### src/rtl/alu_pkg.sv
// Shared opcode encoding and result-flag layout for the pipelined ALU.
package alu_pkg;

  typedef enum logic [2:0] {
    OP_ADD = 3'd0,
    OP_SUB = 3'd1,
    OP_AND = 3'd2,
    OP_OR  = 3'd3,
    OP_XOR = 3'd4,
    OP_SHL = 3'd5,
    OP_SHR = 3'd6,
    OP_SRA = 3'd7
  } opc_t;

  localparam logic [2:0] OPC_ADD = 3'd0;
  localparam logic [2:0] OPC_SUB = 3'd1;
  localparam logic [2:0] OPC_AND = 3'd2;
  localparam logic [2:0] OPC_OR  = 3'd3;
  localparam logic [2:0] OPC_XOR = 3'd4;
  localparam logic [2:0] OPC_SHL = 3'd5;
  localparam logic [2:0] OPC_SHR = 3'd6;
  localparam logic [2:0] OPC_SRA = 3'd7;

  // Flags sit in the low bits of every slice payload, below the result.
  typedef struct packed {
    logic ovf;
    logic zero;
  } flags_t;

  localparam int FLAG_W = $bits(flags_t);

  function automatic flags_t make_flags(input logic ovf, input logic zero);
    flags_t f;
    f.ovf  = ovf;
    f.zero = zero;
    return f;
  endfunction

endpackage

### src/rtl/alu_pipe_slice.sv
// One valid/ready register slice; accepts whenever empty or draining downstream.
module alu_pipe_slice #(
  parameter int PW = 10
) (
  input  logic          Clk_i,
  input  logic          Reset_i,
  input  logic          Valid_i,
  output logic          Ready_o,
  input  logic [PW-1:0] Data_i,
  output logic          Valid_o,
  input  logic          Ready_i,
  output logic [PW-1:0] Data_o
);

  logic          vld_q, vld_d;
  logic [PW-1:0] data_q, data_d;

  assign Ready_o = !vld_q || Ready_i;

  always_comb begin
    vld_d  = vld_q;
    data_d = data_q;
    if (Ready_o) begin
      vld_d = Valid_i;
      if (Valid_i) data_d = Data_i;
    end
  end

  // Payload is cleared too so that outputs read zero straight out of reset.
  always_ff @(posedge Clk_i or posedge Reset_i) begin
    if (Reset_i) begin
      vld_q  <= 1'b0;
      data_q <= '0;
    end else begin
      vld_q  <= vld_d;
      data_q <= data_d;
    end
  end

  assign Valid_o = vld_q;
  assign Data_o  = data_q;

endmodule

### src/rtl/alu_pipe.sv
// Pipelined ALU: combinational compute at the input, then Stages elastic slices.
module alu_pipe
  import alu_pkg::*;
#(
  parameter int Width  = 8,
  parameter int Stages = 2
) (
  input  logic             Clk_i,
  input  logic             Reset_i,
  input  logic             Valid_i,
  output logic             Ready_o,
  input  logic [2:0]       Opc_i,
  input  logic [Width-1:0] DinA_i,
  input  logic [Width-1:0] DinB_i,
  output logic             Valid_o,
  input  logic             Ready_i,
  output logic [Width-1:0] Dout_o,
  output logic             OverFlow_o,
  output logic             Zero_o
);

  localparam int ShW = $clog2(Width);
  localparam int PW  = Width + FLAG_W;

  logic        [Width:0]   sum_w, diff_w;
  logic        [ShW-1:0]   sh_amt;
  logic signed [Width-1:0] a_s;
  logic        [Width-1:0] res_p0;
  logic                    ovf_p0;
  opc_t                    opc;

  assign sum_w  = {1'b0, DinA_i} + {1'b0, DinB_i};
  assign diff_w = {1'b0, DinA_i} - {1'b0, DinB_i};
  assign sh_amt = DinB_i[ShW-1:0];
  assign a_s    = DinA_i;
  assign opc    = opc_t'(Opc_i);

  always_comb begin
    res_p0 = '0;
    ovf_p0 = 1'b0;
    case (opc)
      OP_ADD: begin
        res_p0 = sum_w[Width-1:0];
        ovf_p0 = sum_w[Width];
      end
      OP_SUB: begin
        res_p0 = diff_w[Width-1:0];
        ovf_p0 = diff_w[Width];
      end
      OP_AND: res_p0 = DinA_i & DinB_i;
      OP_OR:  res_p0 = DinA_i | DinB_i;
      OP_XOR: res_p0 = DinA_i ^ DinB_i;
      OP_SHL: res_p0 = DinA_i << sh_amt;
      OP_SHR: res_p0 = DinA_i >> sh_amt;
      OP_SRA: res_p0 = a_s >>> sh_amt;
      default: res_p0 = '0;
    endcase
  end

  // ---- slice chain: index 0 is the compute output, index Stages the block output
  logic [Stages:0] vld, rdy;
  logic [PW-1:0]   pl [Stages+1];

  assign vld[0]      = Valid_i;
  assign pl[0]       = {res_p0, make_flags(ovf_p0, res_p0 == '0)};
  assign rdy[Stages] = Ready_i;
  assign Ready_o     = rdy[0];

  for (genvar k = 0; k < Stages; k++) begin : g_slice
    alu_pipe_slice #(.PW(PW)) u_slice (
      .Clk_i   (Clk_i),
      .Reset_i (Reset_i),
      .Valid_i (vld[k]),
      .Ready_o (rdy[k]),
      .Data_i  (pl[k]),
      .Valid_o (vld[k+1]),
      .Ready_i (rdy[k+1]),
      .Data_o  (pl[k+1])
    );
  end

  flags_t flg_o;

  assign flg_o      = pl[Stages][FLAG_W-1:0];
  assign Valid_o    = vld[Stages];
  assign Dout_o     = pl[Stages][PW-1:FLAG_W];
  assign OverFlow_o = flg_o.ovf;
  assign Zero_o     = flg_o.zero;

endmodule

### config.mk
export PLATFORM = sky130hd
export DESIGN_NAME = alu_pipe
export DESIGN_NICKNAME = d
export VERILOG_FILES = /design/src/rtl/alu_pkg.sv /design/src/rtl/alu_pipe_slice.sv /design/src/rtl/alu_pipe.sv
export SDC_FILE = /design/constraint.sdc
export NUM_CORES = 1
export LEC_CHECK = 0
export ABC_AREA = 1
export ABC_CLOCK_PERIOD_IN_PS = 2700
export BUFFER_PORTS_ARGS = -buffer_cell sky130_fd_sc_hd__buf_4
export CORE_MARGIN = 8
export CORE_UTILIZATION = 35
export CTS_BUF_LIST = sky130_fd_sc_hd__clkbuf_2 sky130_fd_sc_hd__clkbuf_4 sky130_fd_sc_hd__clkbuf_8
export DETAILED_ROUTE_END_ITERATION = 16
export PLACE_DENSITY = 0.53
export SYNTH_ARGS = -nofsm -noshare
export SYNTH_HDL_FRONTEND = slang
export SYNTH_HIERARCHICAL = 1
export SYNTH_SLANG_ARGS = --single-unit
### constraint.sdc
create_clock -name Clk_i -period 2.7 [get_ports Clk_i]
set_clock_uncertainty 0.1 [all_clocks]
set_input_delay 0.81 -clock Clk_i [delete_from_list [all_inputs] [get_ports Clk_i]]
set_output_delay 0.81 -clock Clk_i [all_outputs]
set_load 0.1 [all_outputs]
==> results.md <==
* Status: finished clean
* Root buf cell: clkbuf_8
* Chip width at 105 um
* Ys Warns at 6
* 1st-pass router iterations at 5
* FF-to-FF path depth at 5
* Initial core utilization at 0.358
* Critical path depth at 15
* Placed Area at 3220 um2
* PD cells at 491 nW/um2
* Die ar. at 10,900 um2
* Chip height at 105 um
* Most frequent cell on the critical path: nand2_1
* Commonest cells after routing, fill and taps aside: nand2_1, nand3_1, buf_4
* Syn_area_per_cell at 6.00 um2
* Setup Viol. Count Final at 0
* Arr. time, crit path at 2540 ps
* Core footprint at roughly 7600 um2
* RR Startpoint: g_slice[0].u_slice/Valid_o
* H-tree Lvls at 1
* Tot GR Track Use at 0.168
* Critical path origin: DinB_i[1]
* Delay-heaviest family, CP: simple AND/OR/NAND/NOR gates
* Vias at 3,060
* CP Cell Sequence: buf_4 -> inv_1 -> ha_1 -> o21ai_1 -> buf_4 -> nand3b_1 -> nand2_1 -> nand2_1 -> nand3_1 -> nand3_1 -> nor2_1 -> nand2_1 -> nor2_1 -> nand3_1 -> nand2_1
* Final Instance Area at 3300 um2
* CP Data Required Time at 2800 ps
* Buffers and inverters on the worst path at 3
* HPWL Detailed at 7480 um
* 1st-iter DRT viols at 169
* Cell area after synthesis at 2740 um2
* Grt ovf at 0
* Post-DRT Antenna Nets at 0
* Slew HR at 0.698
* Diode count at 0
* Max FO, Critical Path at 5
* Clk Latency, worst-skew pair at 260 ps
* Max stage delay on crit path at 310 ps
* Synthesized net count at just over 500
* Final hold violation count at 0
* Synth unique cells at 29
* Least-Margin Pin Slew at 453 ps
* WS Path Type: input pin to register
* Startpoint Class: input pin
* Post-layout util at 0.431
* Seq/Total Area, Yosys at 0.201
* Reg clk slew, reported paths at 70 ps
* Post-route DRC at 0
* RSZ-0062 raised after global routing: no
* Dpl cells at slightly above 600
* FF-to-FF setup slack at 1320 ps
* Max Fclk at 410 MHz
* Worst setup path endpoint: g_slice[0].u_slice/Data_o[0]
* CTS buffer count at 3
* Total wire length at 8870 um
* R2r endpoint: g_slice[0].u_slice/Data_o[2]
* Final min period at between 2000 and 2500 ps
* Rows at 32
* Layout cells sized above 1 at 0.181
* Vias per inst at 5.02
* First-pass GRT wire length at 15,400 um
* CTS Sinks at 22
* CTS tree: built
* Total power at 0.00162 W
* Crit-path slowest cell: ha_1
* Vias in the first global route at 3,062
* Pins Over Slew Limit at 0
* Fin crit share at 0.903
* Post-CTS Hold Fix Bufs at 0
* Leak at between 1.5 and 2 nW
* FF+latch count, synth at 22
* Clock Path Buffers at 2
* Total Nets Final at 559
* Worst min-delay path category: register to register
* Post-Layout Cell Count at 610
* VDD IR max at 0.272 mV
* Commonest non-fill, non-tap cell in the layout: nand2_1
* GPL Wtd Cong at 0.929
* Initial antenna violation count at 0
* Final hold slack at 377 ps
* PortBufs at 34
* Cell count after synthesis at 457
* WL/cell at roughly 15 um
* IO Count at 35
* Area Growth Syn to Fin at 20.4%
* Pin count of the biggest net entering global routing at 20
* Worst setup EP type: register
* Max Cap Viol at 0
synthesized netlist by cell type, drive strengths merged:
cell,instances,area (um2)
nand2,161,622
nand3,93,475
inv,56,210
nor2,33,134
ha,25,313
dfrtp,22,551
a21oi,14,70.1
buf,14,92.6
nand4,14,87.6
o21ai,8,40.0
nor3,5,30.0
clkbuf,4,35.0
fa,2,40.0
nand3b,1,7.51
nor4,1,6.26
o211ai,1,7.51
o22ai,1,6.26
o31ai,1,7.51
or2,1,6.26
where the power goes:
group	internal, W	leakage, nW	switching [W]
Combinational	0.000260	1.57	0.000679
Sequential	0.000401	0.282	0.0000458
Clock	0.000130	0.0288	0.000104
state kept, by name, summed over array words and instances (netlist names):
name	count
g_slice.u_slice/Data_o	20
g_slice.u_slice/Valid_o	2
per-layer routing:
layer	routed length (um)	vias to the layer above	track usage
met5	0	-	0
met4	129	0	0.0393
met3	414	12	0.0229
met2	4070	87	0.271
met1	4250	1382	0.230
li1	-	1579	-
what timing repair did:
item | 4_1_cts | 5_1_grt
resized for setup | 0 | 7
buffers inserted | 0 | 1
endpoints found under the setup margin | 0 | 1
worst min path at each step:
| stage | endpoint | depth (start not counted) | slack [ps] | start |
|---|---|---|---|---|
| detailed placement | g_slice[1].u_slice/Data_o[4] | 2 | 360 | g_slice[1].u_slice/Data_o[4] |
| global route | g_slice[0].u_slice/Data_o[3] | 2 | 400 | g_slice[0].u_slice/Data_o[3] |
| global placement | g_slice[1].u_slice/Data_o[5] | 2 | 360 | g_slice[1].u_slice/Data_o[5] |
| floorplan | g_slice[0].u_slice/Data_o[8] | 2 | 340 | g_slice[0].u_slice/Data_o[8] |
| finish | g_slice[1].u_slice/Data_o[0] | 2 | 380 | g_slice[1].u_slice/Data_o[0] |
| CTS | g_slice[1].u_slice/Data_o[4] | 2 | 380 | g_slice[1].u_slice/Data_o[4] |
worst reg2reg max path: cells and delay by family (launching register included):
kind	cells	cell delay [ps]
DFF	1	520
buffers and inverters	1	190
and+or+nand+nor	4	470
cell families after synthesis:
logic type / count (synthesis) / share of synthesized area
flops: 22 / 0.201
simple gates: 309 / 0.499
compound gates: 25 / 0.0479
fa+ha+maj: 27 / 0.129
buf+inv: 74 / 0.123
layout make-up:
cell class | count | area [um2]
fill | 840 | 4350
multi-input combinational | 361 | 1870
sequential | 22 | 551
timing repair buffer | 65 | 488
inverter | 56 | 210
tap | 102 | 128
clock buffer | 4 | 55.1
per-stage QoR:
step                      setup WS (ps)  TNS [ps]
after floorplan                    79.8         0
after global placement            -7.29     -7.29
after detailed placement          -51.1     -51.1
after CTS                           229         0
after global routing               4.97         0
final                               261         0
Power figures use the tool's default switching activity.
